===== src/rtl/syzygy_adc_pkg.sv =====
// Shared types and constants for the SYZYGY ADC frame-alignment controller.
package syzygy_adc_pkg;

    localparam logic [2:0] ST_IDLE   = 3'd0;
    localparam logic [2:0] ST_WAIT   = 3'd1;
    localparam logic [2:0] ST_CHECK  = 3'd2;
    localparam logic [2:0] ST_SLIP   = 3'd3;
    localparam logic [2:0] ST_LOCKED = 3'd4;
    localparam logic [2:0] ST_FAIL   = 3'd5;

    typedef enum logic [2:0] {
        S_IDLE   = ST_IDLE,
        S_WAIT   = ST_WAIT,
        S_CHECK  = ST_CHECK,
        S_SLIP   = ST_SLIP,
        S_LOCKED = ST_LOCKED,
        S_FAIL   = ST_FAIL
    } align_state_e;

    // ISERDES needs a few CLKDIV cycles before a slipped word is observable
    localparam int unsigned MIN_SLIP_WAIT = 4;
    localparam int unsigned RELOCK_CNT_W  = 8;

    function automatic logic [7:0] default_frame_pattern(input int unsigned serdes_width);
        return (serdes_width == 4) ? 8'h0C : 8'hF0;
    endfunction

endpackage


===== src/rtl/syzygy_adc_if.sv =====
// Frame-alignment bus between the SYZYGY PHY wrapper (master) and the aligner (slave).
interface syzygy_adc_if
    import syzygy_adc_pkg::*;
#(
    parameter int unsigned SERDES_WIDTH = 8,
    parameter int unsigned NUM_LANES    = 4
);
    localparam int unsigned CNT_W = $clog2(SERDES_WIDTH);

    logic                    ena;
    logic [SERDES_WIDTH-1:0] frame_word;
    logic [NUM_LANES-1:0]    bitslip;
    logic [CNT_W-1:0]        bitslip_count;
    logic                    data_valid;
    logic                    locked;
    logic                    align_fail;
    logic [RELOCK_CNT_W-1:0] relock_count;

    modport master (
        output ena, frame_word,
        input  bitslip, bitslip_count, data_valid, locked, align_fail, relock_count
    );

    modport slave (
        input  ena, frame_word,
        output bitslip, bitslip_count, data_valid, locked, align_fail, relock_count
    );

endinterface


===== src/rtl/syzygy_adc_frame_checker.sv =====
// Frame-word comparator with match/miss run-length counters.
// Miss counter is only built when FRAME_RELOCK_EN is defined.
module syzygy_adc_frame_checker
    import syzygy_adc_pkg::*;
#(
    parameter int unsigned SERDES_WIDTH  = 8,
    parameter logic [7:0]  FRAME_PATTERN = 8'hF0,
    parameter int unsigned CHECK_CYCLES  = 4,
    parameter int unsigned MISS_LIMIT    = 4
) (
    input  logic                    slow_clk,
    input  logic                    reset,
    input  logic [SERDES_WIDTH-1:0] frame_word,
    input  logic                    check_en,
    input  logic                    monitor_en,
    output logic                    frame_match_c,
    output logic                    match_done_c,
    output logic                    miss_done_c
);
    localparam logic [SERDES_WIDTH-1:0] PATTERN = FRAME_PATTERN[SERDES_WIDTH-1:0];
    localparam int unsigned MATCH_W = $clog2(CHECK_CYCLES + 1);

    logic [MATCH_W-1:0] match_cnt;

    assign frame_match_c = (frame_word == PATTERN);
    assign match_done_c  = check_en && frame_match_c
                         && (match_cnt == MATCH_W'(CHECK_CYCLES - 1));

    // Consecutive-match run; any gap or leaving CHECK restarts it
    always_ff @(posedge slow_clk or posedge reset) begin
        if (reset) begin
            match_cnt <= '0;
        end else if (check_en && frame_match_c && !match_done_c) begin
            match_cnt <= match_cnt + MATCH_W'(1);
        end else begin
            match_cnt <= '0;
        end
    end

`ifdef FRAME_RELOCK_EN
    localparam int unsigned MISS_W = $clog2(MISS_LIMIT + 1);

    logic [MISS_W-1:0] miss_cnt;

    assign miss_done_c = monitor_en && !frame_match_c
                       && (miss_cnt == MISS_W'(MISS_LIMIT - 1));

    // Consecutive-miss run while locked; a single good word clears it
    always_ff @(posedge slow_clk or posedge reset) begin
        if (reset) begin
            miss_cnt <= '0;
        end else if (monitor_en && !frame_match_c && !miss_done_c) begin
            miss_cnt <= miss_cnt + MISS_W'(1);
        end else begin
            miss_cnt <= '0;
        end
    end
`else
    logic unused_monitor_en;
    assign unused_monitor_en = monitor_en;
    assign miss_done_c       = 1'b0;
`endif

endmodule


===== src/rtl/syzygy_adc_frame_align.sv =====
// Frame-alignment controller: slips all data-lane ISERDES until the frame word locks.
// Optional FRAME_RELOCK_EN adds loss-of-lock detection and automatic relock.
module syzygy_adc_frame_align
    import syzygy_adc_pkg::*;
#(
    parameter int unsigned SERDES_WIDTH  = 8,
    parameter logic [7:0]  FRAME_PATTERN = default_frame_pattern(SERDES_WIDTH),
    parameter int unsigned NUM_LANES     = 4,
    parameter int unsigned SLIP_WAIT     = 4,
    parameter int unsigned CHECK_CYCLES  = 4,
    parameter int unsigned MISS_LIMIT    = 4
) (
    input  logic         slow_clk,
    input  logic         reset,
    syzygy_adc_if.slave  bus
);
    localparam int unsigned CNT_W        = $clog2(SERDES_WIDTH);
    localparam int unsigned WAIT_CYCLES  = (SLIP_WAIT < MIN_SLIP_WAIT) ? MIN_SLIP_WAIT : SLIP_WAIT;
    localparam int unsigned WAIT_W       = $clog2(WAIT_CYCLES);
    localparam int unsigned MAX_ATTEMPTS = 2 * SERDES_WIDTH;
    localparam int unsigned ATT_W        = $clog2(MAX_ATTEMPTS + 1);

    align_state_e      state_q, state_n;
    logic [WAIT_W-1:0] wait_cnt_q, wait_cnt_n;
    logic [ATT_W-1:0]  attempts_q, attempts_n;
    logic [CNT_W-1:0]  slip_cnt_q, slip_cnt_n;
    logic              align_fail_q, align_fail_n;
    logic [NUM_LANES-1:0] bitslip_q;
    logic              locked_q;
    logic              data_valid_q;

    logic frame_match_c;
    logic match_done_c;
    logic miss_done_c;

    syzygy_adc_frame_checker #(
        .SERDES_WIDTH  (SERDES_WIDTH),
        .FRAME_PATTERN (FRAME_PATTERN),
        .CHECK_CYCLES  (CHECK_CYCLES),
        .MISS_LIMIT    (MISS_LIMIT)
    ) u_checker (
        .slow_clk      (slow_clk),
        .reset         (reset),
        .frame_word    (bus.frame_word),
        .check_en      (state_q == S_CHECK),
        .monitor_en    (state_q == S_LOCKED),
        .frame_match_c (frame_match_c),
        .match_done_c  (match_done_c),
        .miss_done_c   (miss_done_c)
    );

    // State register
    always_ff @(posedge slow_clk or posedge reset) begin
        if (reset) begin
            state_q <= S_IDLE;
        end else begin
            state_q <= state_n;
        end
    end

    // Next state and counter updates; a dropped enable overrides every decision
    always_comb begin
        state_n      = state_q;
        wait_cnt_n   = '0;
        attempts_n   = attempts_q;
        slip_cnt_n   = slip_cnt_q;
        align_fail_n = align_fail_q;
        if (!bus.ena) begin
            state_n = S_IDLE;
        end else begin
            case (state_q)
                S_IDLE: begin
                    state_n      = S_WAIT;
                    slip_cnt_n   = '0;
                    attempts_n   = '0;
                    align_fail_n = 1'b0;
                end
                S_WAIT: begin
                    if (wait_cnt_q == WAIT_W'(WAIT_CYCLES - 1)) begin
                        state_n = S_CHECK;
                    end else begin
                        wait_cnt_n = wait_cnt_q + WAIT_W'(1);
                    end
                end
                S_CHECK: begin
                    if (!frame_match_c) begin
                        state_n    = S_SLIP;
                        attempts_n = attempts_q + ATT_W'(1);
                        slip_cnt_n = (slip_cnt_q == CNT_W'(SERDES_WIDTH - 1))
                                   ? '0 : slip_cnt_q + CNT_W'(1);
                    end else if (match_done_c) begin
                        state_n = S_LOCKED;
                    end
                end
                S_SLIP: begin
                    if (attempts_q == ATT_W'(MAX_ATTEMPTS)) begin
                        state_n      = S_FAIL;
                        align_fail_n = 1'b1;
                    end else begin
                        state_n = S_WAIT;
                    end
                end
                S_LOCKED: begin
                    if (miss_done_c) begin
                        state_n    = S_WAIT;
                        attempts_n = '0;
                    end
                end
                S_FAIL:  state_n = S_FAIL;
                default: state_n = S_IDLE;
            endcase
        end
    end

    // Counters and registered outputs derived from the upcoming state
    always_ff @(posedge slow_clk or posedge reset) begin
        if (reset) begin
            wait_cnt_q   <= '0;
            attempts_q   <= '0;
            slip_cnt_q   <= '0;
            align_fail_q <= 1'b0;
            bitslip_q    <= '0;
            locked_q     <= 1'b0;
            data_valid_q <= 1'b0;
        end else begin
            wait_cnt_q   <= wait_cnt_n;
            attempts_q   <= attempts_n;
            slip_cnt_q   <= slip_cnt_n;
            align_fail_q <= align_fail_n;
            bitslip_q    <= {NUM_LANES{state_n == S_SLIP}};
            locked_q     <= (state_n == S_LOCKED);
            data_valid_q <= (state_n == S_LOCKED);
        end
    end

    assign bus.bitslip       = bitslip_q;
    assign bus.bitslip_count = slip_cnt_q;
    assign bus.locked        = locked_q;
    assign bus.data_valid    = data_valid_q;
    assign bus.align_fail    = align_fail_q;

`ifdef FRAME_RELOCK_EN
    if (1) begin : g_relock
        logic [RELOCK_CNT_W-1:0] relock_q;

        // Saturating count of lock-loss events
        always_ff @(posedge slow_clk or posedge reset) begin
            if (reset) begin
                relock_q <= '0;
            end else if (bus.ena && state_q == S_LOCKED && miss_done_c
                         && relock_q != {RELOCK_CNT_W{1'b1}}) begin
                relock_q <= relock_q + RELOCK_CNT_W'(1);
            end
        end

        assign bus.relock_count = relock_q;
    end
`else
    assign bus.relock_count = '0;
`endif

endmodule


===== src/flat_wrapper.sv =====
// flat-port wrapper written by rule: the top's interface ports become plain ports
module syzygy_adc_frame_align_flat import syzygy_adc_pkg::*;
#(
    parameter int unsigned SERDES_WIDTH  = 8,
    parameter logic [7:0]  FRAME_PATTERN = default_frame_pattern(SERDES_WIDTH),
    parameter int unsigned NUM_LANES     = 4,
    parameter int unsigned SLIP_WAIT     = 4,
    parameter int unsigned CHECK_CYCLES  = 4,
    parameter int unsigned MISS_LIMIT    = 4
)
  (slow_clk, reset, bus_ena, bus_frame_word, bus_bitslip, bus_bitslip_count, bus_data_valid, bus_locked, bus_align_fail, bus_relock_count);
  syzygy_adc_if #(.SERDES_WIDTH(SERDES_WIDTH), .NUM_LANES(NUM_LANES)) bus_i ();
  input  logic slow_clk;
  input  logic reset;
  input wire logic [$bits(bus_i.ena)-1:0] bus_ena;
  input wire logic [$bits(bus_i.frame_word)-1:0] bus_frame_word;
  output wire logic [$bits(bus_i.bitslip)-1:0] bus_bitslip;
  output wire logic [$bits(bus_i.bitslip_count)-1:0] bus_bitslip_count;
  output wire logic [$bits(bus_i.data_valid)-1:0] bus_data_valid;
  output wire logic [$bits(bus_i.locked)-1:0] bus_locked;
  output wire logic [$bits(bus_i.align_fail)-1:0] bus_align_fail;
  output wire logic [$bits(bus_i.relock_count)-1:0] bus_relock_count;
  assign bus_i.ena = bus_ena;
  assign bus_i.frame_word = bus_frame_word;
  assign bus_bitslip = bus_i.bitslip;
  assign bus_bitslip_count = bus_i.bitslip_count;
  assign bus_data_valid = bus_i.data_valid;
  assign bus_locked = bus_i.locked;
  assign bus_align_fail = bus_i.align_fail;
  assign bus_relock_count = bus_i.relock_count;
  syzygy_adc_frame_align #(.SERDES_WIDTH(SERDES_WIDTH), .FRAME_PATTERN(FRAME_PATTERN), .NUM_LANES(NUM_LANES), .SLIP_WAIT(SLIP_WAIT), .CHECK_CYCLES(CHECK_CYCLES), .MISS_LIMIT(MISS_LIMIT)) u_core (.slow_clk(slow_clk), .reset(reset), .bus(bus_i));
endmodule

===== config.mk =====
export PLATFORM = sky130hd
export DESIGN_NAME = syzygy_adc_frame_align_flat
export DESIGN_NICKNAME = d
export VERILOG_FILES = /design/src/rtl/syzygy_adc_pkg.sv /design/src/rtl/syzygy_adc_if.sv /design/src/rtl/syzygy_adc_frame_checker.sv /design/src/rtl/syzygy_adc_frame_align.sv /design/src/flat_wrapper.sv
export SDC_FILE = /design/constraint.sdc
export NUM_CORES = 1
export LEC_CHECK = 0
export CAP_MARGIN = 40
export CORE_MARGIN = 4
export CORE_UTILIZATION = 29
export DETAILED_ROUTE_END_ITERATION = 8
export GPL_ROUTABILITY_DRIVEN = 1
export GPL_TIMING_DRIVEN = 0
export PLACE_DENSITY = 0.55
export SLEW_MARGIN = 15
export SYNTH_ARGS = -nofsm -noshare
export SYNTH_HDL_FRONTEND = slang
export SYNTH_SLANG_ARGS = --single-unit

===== constraint.sdc =====
create_clock -name slow_clk -period 1.6 [get_ports slow_clk]
set_input_delay 0.16 -clock slow_clk [delete_from_list [all_inputs] [get_ports slow_clk]]
set_output_delay 0.16 -clock slow_clk [all_outputs]
set_load 0.02 [all_outputs]

# ---- Word-level counts from Yosys, hierarchy flattened
# Index checks and enable logic that the tools add are counted.
dict set report classes {
  n_addsub 4
  n_eq_ne 14
  muxes 17
  n_reduce_logical 9
}
# op n
set op_table {}
lappend op_table {{3-bit 2-to-1 mux} 8}
lappend op_table {{3-bit case mux with 6 select lines} 1}
lappend op_table {{3-bit by 2-bit equality test with 1-bit output (second input constant)} 4}
lappend op_table {{3-bit equality test (second input constant)} 4}
lappend op_table {{5-bit case mux with 2 select lines} 1}
lappend op_table {{8-bit equality test (second input constant)} 1}
lappend op_table {{3-bit by 1-bit adder with 3-bit output (second input constant)} 2}
lappend op_table {{2-bit 2-to-1 mux} 3}
lappend op_table {{3-bit case mux with 2 select lines} 1}
lappend op_table {{3-bit AND reduction} 2}
lappend op_table {{5-bit by 1-bit adder with 5-bit output (second input constant)} 1}
lappend op_table {{5-bit equality test (second input constant)} 1}
lappend op_table {{5-bit 2-to-1 mux} 1}
lappend op_table {{2-bit nonzero test} 2}
lappend op_table {{3-bit by 1-bit equality test with 1-bit output (second input constant)} 1}
lappend op_table {{1-bit logical AND} 3}
lappend op_table {{3-bit logical NOT} 1}
lappend op_table {{2-bit by 1-bit adder with 2-bit output (second input constant)} 1}
lappend op_table {{2-bit equality test (second input constant)} 1}
lappend op_table {{2-bit by 1-bit inequality test with 1-bit output (second input constant)} 1}
lappend op_table {{2-bit inequality test (second input constant)} 1}
lappend op_table {{1-bit case mux with 2 select lines} 1}
lappend op_table {{1-bit logical NOT} 1}
lappend op_table {{1-bit 2-to-1 mux} 1}
dict set report word_totals {
  ff_bits 19
  input_bits 11
  wordCells 52
}

# ---- Depth between registers and ports, before layout
# Gate-level depths: netlist of run 1.
dict set report logic_depth {
  ltp_word 8
  mapped_depth 6
  mapped_depth_nobuf 6
}

# ---- Hierarchy
# A second synthesis of run 1 with hierarchy kept.
dict set report hier_totals {
  hier_cells 126
  hier_area_um2 1196.1
}
# module n_inst cells_per_inst area_per_inst_um2
set modules_own_cells {}
lappend modules_own_cells {syzygy_adc_frame_align 1 107 1013.5}
lappend modules_own_cells {syzygy_adc_frame_checker 1 19 182.7}

# ---- Least setup slack after synthesis of run 1
# OpenSTA, ideal clock, no wires.
dict set report synth_path {
  kind {reg2reg}
  startpoint {reg u_core.state_q[0]}
  endpoint {reg u_core.slip_cnt_q[0] (netlist: u_core.bus.bitslip_count[0])}
  setup_ps 125
  arrival_ps 1450
  required_ps 1475
  path_slack_ps 25
  stages_incl_launch_ff 5
  synth_period_minus_slack_ps 1575
  path_cell_list {dfrtp_1 or3b_1 clkbuf_1 a21oi_4 mux2_4}
}
dict set report synth_between {
  elab_chain_len 3
  word_cells_on_any_way 6
}
# element line
set synth_lines {}
lappend synth_lines {{start, declared} syzygy_adc_frame_align.sv:23} ;# align_state_e state_q, state_n;
lappend synth_lines {{start signal, assigned} syzygy_adc_frame_align.sv:57} ;# state_q <= state_n;
lappend synth_lines {{3-bit by 2-bit equality test with 1-bit output or 3-bit logical NOT (tied branches)} syzygy_adc_frame_align.sv:71} ;# case (state_q)
lappend synth_lines {{2-bit inequality test (no line) or 2-bit nonzero test (tied branches)} -}
lappend synth_lines {{3-bit AND reduction (no line)} -}
lappend synth_lines {{end signal, assigned} syzygy_adc_frame_align.sv:128} ;# slip_cnt_q <= slip_cnt_n;
lappend synth_lines {{end, declared} syzygy_adc_frame_align.sv:26} ;# logic [CNT_W-1:0] slip_cnt_q, slip_cnt_n;
# Parallel ways exist; a longest one is shown, timed or not.
# A chain may end at the register's enable or synchronous reset.

# ---- Final worst setup path of run 1
dict set report layout_path {
  startpoint {reg u_core.state_q[2]}
  endpoint {reg u_core.slip_cnt_q[1] (netlist: u_core.bus.bitslip_count[1])}
}
# Same word-level chain as after synthesis.

==> out/summary.txt, run 1 <==
Status: complete, no violations
Crit path DAT: 1.69 ns
Slowest-stage cell, CP: or3b_4
Combinational fraction of design power: 11.1%
Internal power: 0.000708 W
Highest clock rate: 645 MHz
Crit path depth: 3
Seq cells post-synth: 19
Clk buf depth: 2
Seq/Total Area, Yosys: 41.8%
Relative slew slack: 52.7%
Worst-Skew Late Latency: 0.25 ns
Setup crit end: u_core.bus.bitslip_count[1]
Root buf cell: clkbuf_8
Shortest period the worst path allows: 1.55 ns
Nets@finish: 165
Via count: 901
Cts bufs inserted: 3
Largest net degree at the start of global routing: 20
Initial antenna violation count: 0
Max stage delay on crit path: 0.47 ns
EDFF count, synth: 0
Most frequent cells in the layout: clkdlybuf4s50_1 (16), dfrtp_1 (16), buf_4 (15)
Utilization after layout: 40.7%
Tot GR Track Use: 9.90%
CTS Sinks: 19
P_sw: 0.000219 W
FFs w/ async S/R, synth: 100%
R2R depth: 3
Post-Place Cells: 188
Flop pwr share: 52.8%
PD cells: 613 nW/um^2
Crit path cell chain: or3b_4, a21oi_4, mux2_4
Htree depth: 1
Fin crit share: 96.9%
Worst path required time: 1.74 ns
Setup crit end kind: flop
Pre-Repair DR Iteration Count: 4
Worst setup path start: u_core.state_q[2]
Netlist cell types: 40
Antenna diodes: 0
Iter 0 DRT Violations: 15
Clock skew: 0.00457 ns
Via density: 4.64
# port buffers: 20
Sw Ratio: 23.6%
TNS Setup: 0 ns
Avg Cell Area, Syn: 10.1 sq um
Final setup violation count: 0
Critical path class: reg -> reg
Peak VDD IR: 248 uV
Residual DRC: 0
Gp weighted congestion: 0.799
Hold crit path type: in -> async
Total gr overflow: 0
DP HPWL: 1.76 mm
Non-Filler Instances: 194
Die Wd: 70.7 um
Core area: 3720 sq um
Initial core utilization: 30.6%
Leak: 0.735 nW
CTS tree: built
CP Launch Type: flop
YS warnings: 0
DRT Wirelength: 2.28 mm
Worst-Margin Slew: 0.709 ns
RSZ-0062 raised after global routing: no
FILL cells: 361
Ratio of cells with drive above 1 in the final layout: 23.3%
Max Cap Violations: 0
Die H: 70.7 um
Top_reg_cell synth: dfrtp_1
Number of buffers and inverters on the critical path: 0
Layout area overhead: 32.7%
First-pass GRT wire length: 4.04 mm
Synth Instances: 113
Post-DR wirelength/cell: 11.8 um
Die area: 4990 sq um
Fin. Hold Viols: 0
Flop-to-flop setup slack: 0.05 ns
Vias in the first global route: 901
Row cnt: 22
R2R Path End: u_core.bus.bitslip_count[1]
Critical path fanouts, max: 7
Clock power frac: 36.0%
Delay-heaviest family, CP: simple AND/OR/NAND/NOR gates
Fin Hold WS: 0.318 ns
Overall power: 0.000927 W
Final Max Tran Viols: 0
R2R Path Start: u_core.state_q[2]
Post-Syn Area: 1140 sq um
Antenna Nets Post-Route: 0
CTS Hold Bufs: 0
IO Count: 29
Clock slew at reported path FFs: 0.07 ns
metal layers:
layer	track usage [%]	vias to the layer above	share of wire, %
met3	1.85	2	4.6
met5	0	-	0
met1	12.8	431	46
met2	16.1	21	49
met4	4.38	0	1.0
li1	-	447	-
final cells by class:
type	instances	area, sq um	area share, %
Buffer	13	95.1	6.29
Clock buffer	3	41.3	2.73
Tap cell	48	60.1	3.97
Sequential cell	19	479	31.7
Clock inverter	1	5.00	0.331
Multi-Input combinational cell	81	587	38.8
Inverter	6	22.5	1.49
Timing Repair Buffer	23	221	14.7
power by group through the flow:
stage	Clock [W]	Sequential, W	Combinational [W]
CTS	0.000344	0.000489	0.000104
finish	0.000334	0.000490	0.000103
floorplan	0	0.000497	0.0000676
detailed placement	0	0.000498	0.000102
global placement	0	0.000498	0.0000999
global route	0.000361	0.000491	0.000114
worst register-to-register path, cell delays in order, from the launching register on:
cell     delay [ns]
dfrtp_2        0.45
or3b_4         0.47
a21oi_4        0.20
mux2_4         0.32
through the flow:
step	setup slack [ns]	area [sq um]
after detailed placement	-0.397	1430
after global placement	-0.374	1430
after CTS	0.00788	1490
after global routing	0.00227	1510
final	0.0503	1510
after floorplan	0.0253	1160
what timing repair did:
item | CTS | global route
setup buffers | 2 | 1
pin swaps | 3 | 3
endpoints found under the hold margin | 0 | 0
cloned | 0 | 0
endpoints found under the setup margin | 5 | 7
resized for setup | 7 | 6
registers in the layout, indices dropped and copies added (netlist names):
name                        flops
u_core.attempts_q               5
u_core.bus.align_fail           1
u_core.bus.bitslip              1
u_core.bus.bitslip_count        3
u_core.bus.data_valid           1
u_core.state_q                  3
u_core.u_checker.match_cnt      3
u_core.wait_cnt_q               2
synthesized netlist by cell type, types with 2 or more instances:
| master | number | area, sq um |
|---|---|---|
| nand3b_1 | 2 | 15.0 |
| nor2b_1 | 2 | 12.5 |
| nor3_1 | 2 | 10.0 |
| dfrtp_1 | 19 | 475 |
| nor2_1 | 8 | 30.0 |
| o211ai_1 | 3 | 22.5 |
| inv_1 | 6 | 22.5 |
| buf_4 | 12 | 90.1 |
| nand2_1 | 10 | 37.5 |
| a21oi_1 | 3 | 15.0 |
| nand3_1 | 5 | 25.0 |
| nand2b_1 | 4 | 25.0 |
| nor4b_1 | 2 | 17.5 |
| mux2_4 | 2 | 30.0 |
| o21ai_0 | 2 | 10.0 |
| ha_1 | 7 | 87.6 |
worst min path at each step:
stage / from / endpoint / cells past startpoint
finish: reset / u_core.u_checker.match_cnt[1] / 2
CTS: reset / u_core.u_checker.match_cnt[1] / 2
global route: reset / u_core.u_checker.match_cnt[0] / 2
detailed placement: u_core.wait_cnt_q[0] / u_core.wait_cnt_q[0] / 1
global placement: u_core.wait_cnt_q[0] / u_core.wait_cnt_q[0] / 1
floorplan: reset / u_core.attempts_q[0] / 1
logic make-up (layout without fill, tap and decap cells):
group,count (synthesis),in the layout,synth area share [%]
AOI/OAI and AO/OA,16,16,10.7
adders and majority gates,7,7,7.69
buffers and inverters,20,46,10.7
DFF,19,19,41.8
muxes,4,4,4.51
other,1,8,0.329
and+or+nand+nor,46,46,24.4
No activity file was read; power rests on OpenSTA's default activity.
==> inputs of run 2 (changes only) <==
--- a/config.mk
+++ b/config.mk
@@ -8,10 +8,11 @@
 export CAP_MARGIN = 40
 export CORE_MARGIN = 4
 export CORE_UTILIZATION = 29
+export CTS_CLUSTER_DIAMETER = 50
 export DETAILED_ROUTE_END_ITERATION = 8
 export GPL_ROUTABILITY_DRIVEN = 1
 export GPL_TIMING_DRIVEN = 0
-export PLACE_DENSITY = 0.55
+export PLACE_DENSITY = 0.53
 export SLEW_MARGIN = 15
 export SYNTH_ARGS = -nofsm -noshare
 export SYNTH_HDL_FRONTEND = slang
==> constraint.sdc (replaced) <==
create_clock -name slow_clk -period 1.5 [get_ports slow_clk]
set_input_delay 0.15 -clock slow_clk [delete_from_list [all_inputs] [get_ports slow_clk]]
set_output_delay 0.15 -clock slow_clk [all_outputs]
set_load 0.02 [all_outputs]
==> out/summary.txt, run 2 (synthesis results as in run 1) <==
Layout area overhead: 38.9%
Hold crit path type: in -> async
Worst-Skew Late Latency: 0.25 ns (about the same)
IO Count: 29 (unchanged)
Via density: 4.53 (-2.4%)
Flop-to-flop setup slack: -0.01 ns (-0.06 ns)
PD cells: 633 nW/um^2 (+3.2%)
Via count: 911 (+1.1%)
Failing checks: setup timing
Peak VDD IR: 255 uV (+2.9%)
Clock slew at reported path FFs: 0.07 ns (about the same)
Setup crit end kind: flop
P_sw: 0.000235 W (+7.4%)
Tot GR Track Use: 9.31% (-0.59 points)
Gp weighted congestion: 0.793 (-0.73%)
Largest net degree at the start of global routing: 20 (unchanged)
Die area: 4990 sq um (unchanged)
Critical path fanouts, max: 5 (-2)
Ratio of cells with drive above 1 in the final layout: 28.8% (+5.5 points)
Root buf cell: clkbuf_8
Initial core utilization: 30.6% (unchanged)
Nets@finish: 172 (+4.2%)
DRT Wirelength: 2.41 mm (+5.4%)
Final Max Tran Viols: 0 (unchanged)
CTS tree: built
Final worst setup slack: -0.00966 ns (-0.0600 ns)
R2R Path End: u_core.bus.bitslip_count[1]
Combinational fraction of design power: 12.3% (+1.2 points)
R2R Path Start: u_core.state_q[2]
Critical path class: reg -> reg
Final setup violation count: 2 (+2)
Max reg flops: 5 (unchanged)
Total gr overflow: 0 (unchanged)
Initial antenna violation count: 0 (unchanged)
Residual DRC: 0 (unchanged)
Row cnt: 22 (unchanged)
Sw Ratio: 23.5% (-0.13 points)
DP HPWL: 1.71 mm (-2.9%)
Most frequent cells in the layout: buf_4 (21), dfrtp_1 (16), clkdlybuf4s50_1 (13)
Post-DR wirelength/cell: 12.0 um (+1.8%)
Fin. Hold Viols: 0 (unchanged)
Setup WS pre-CTS: -0.492 ns (-0.0946 ns)
Flop pwr share: 51.9% (-0.9 points)
Highest clock rate: 662 MHz (+2.6%)
Overall power: 0.00100 W (+8.0%)
Internal power: 0.000766 W (+8.2%)
Pre-Repair DR Iteration Count: 4 (unchanged)
Leak: 0.777 nW (+5.7%)
Vias in the first global route: 854 (-5.2%)
R2R depth: 3 (unchanged)
Crit path DAT: 1.65 ns (-0.04 ns)
Largest Register: u_core.attempts_q
RSZ-0062 raised after global routing: yes
CTS Sinks: 19 (unchanged)
CP Launch Type: flop
Most common cell after layout, fill and taps aside: buf_4
Htree depth: 1 (unchanged)
Fin crit share: 101% (+3.8 points)
# port buffers: 20 (unchanged)
Worst path required time: 1.64 ns (-0.10 ns)
Iter 0 DRT Violations: 31 (+16)
Cts bufs inserted: 3 (unchanged)
Utilization after layout: 42.6% (+1.9 points)
Shortest period the worst path allows: 1.51 ns (-0.0400 ns)
Antenna diodes: 0 (unchanged)
Clk buf depth: 2 (unchanged)
Core area: 3720 sq um (unchanged)
Worst-Margin Slew: 0.762 ns (+0.0537 ns)
Die H: 70.7 um (unchanged)
Clock skew: 0.00226 ns (-0.00231 ns)
Antenna Nets Post-Route: 0 (unchanged)
Status: finished, violations left
Relative slew slack: 49.1% (-3.6 points)
Max Cap Violations: 0 (unchanged)
First-pass GRT wire length: 3.81 mm (-5.6%)
Clock power frac: 35.7% (-0.3 points)
Die Wd: 70.7 um (unchanged)
## run 2: power groups by stage
stage          combinational, W  clock [W]  sequential, W
3_3_place_gp           0.000110          0       0.000531
5_1_grt                0.000135   0.000386       0.000520
2_1_floorplan         0.0000748          0       0.000530
6_report               0.000123   0.000358       0.000520
3_5_place_dp           0.000112          0       0.000531
4_1_cts                0.000120   0.000373       0.000519
## run 2: timing repair
item / in CTS / in global routing
setup endpoints to repair: 10 / 10
pin swaps: 6 / 4
setup buffers: 7 / 3
gates resized for setup: 14 / 11
hold buffers: 0 / 0
## run 2: worst max-delay path: stages (launching register included)
cell     delay (ns)
dfrtp_2        0.46
or3b_4         0.44
a21oi_4        0.19
mux2_4         0.31
## run 2: area by class of cell
class,instances,area [sq um]
plain buffers,13,95.1
inverters,6,22.5
repair buffers,30,270
clock buffers,4,45.0
fillers,375,2130
well taps,48,60.1
multi-input cells,81,609
flip-flops and latches,19,479
## run 2: per-stage QoR
stage / TNS (ns) / instances / hold slack, ns / instance area [sq um]
4_1_cts: -0.259 / 199 / 0.363 / 1540
5_1_grt: -0.0968 / 201 / 0.412 / 1580
3_3_place_gp: -3.75 / 188 / 0.428 / 1440
6_report: -0.0172 / 201 / 0.333 / 1580
3_5_place_dp: -4.15 / 188 / 0.436 / 1440
2_1_floorplan: -0.0800 / 120 / 0.101 / 1170
## run 2: worst max-delay path by stage
stage / from / endpoint / cells after the start / slack (ns)
final: u_core.state_q[2] / u_core.bus.bitslip_count[1] / 3 / -0.01
after global routing: u_core.state_q[2] / u_core.bus.bitslip_count[0] / 3 / -0.03
after CTS: u_core.state_q[2] / u_core.bus.bitslip_count[1] / 4 / -0.07
after detailed placement: bus_frame_word[1] / u_core.attempts_q[0] / 5 / -0.49
after global placement: bus_frame_word[1] / u_core.attempts_q[0] / 5 / -0.47
after floorplan: u_core.state_q[2] / u_core.bus.bitslip_count[0] / 4 / -0.04
## run 2: metal layers
metal | global-route usage, % | share of wire [%]
met1 | 13.3 | 50
met2 | 13.6 | 44
met3 | 1.99 | 4.4
met4 | 3.76 | 1.3
met5 | 0 | 0
==> inputs of run 3 (changes only) <==
--- a/config.mk
+++ b/config.mk
@@ -5,6 +5,7 @@
 export SDC_FILE = /design/constraint.sdc
 export NUM_CORES = 1
 export LEC_CHECK = 0
+export ABC_CLOCK_PERIOD_IN_PS = 1500
 export CAP_MARGIN = 40
 export CORE_MARGIN = 4
 export CORE_UTILIZATION = 29
==> results of run 3 <==
The final DEF is identical to that of run 2; final timing and power are the same.
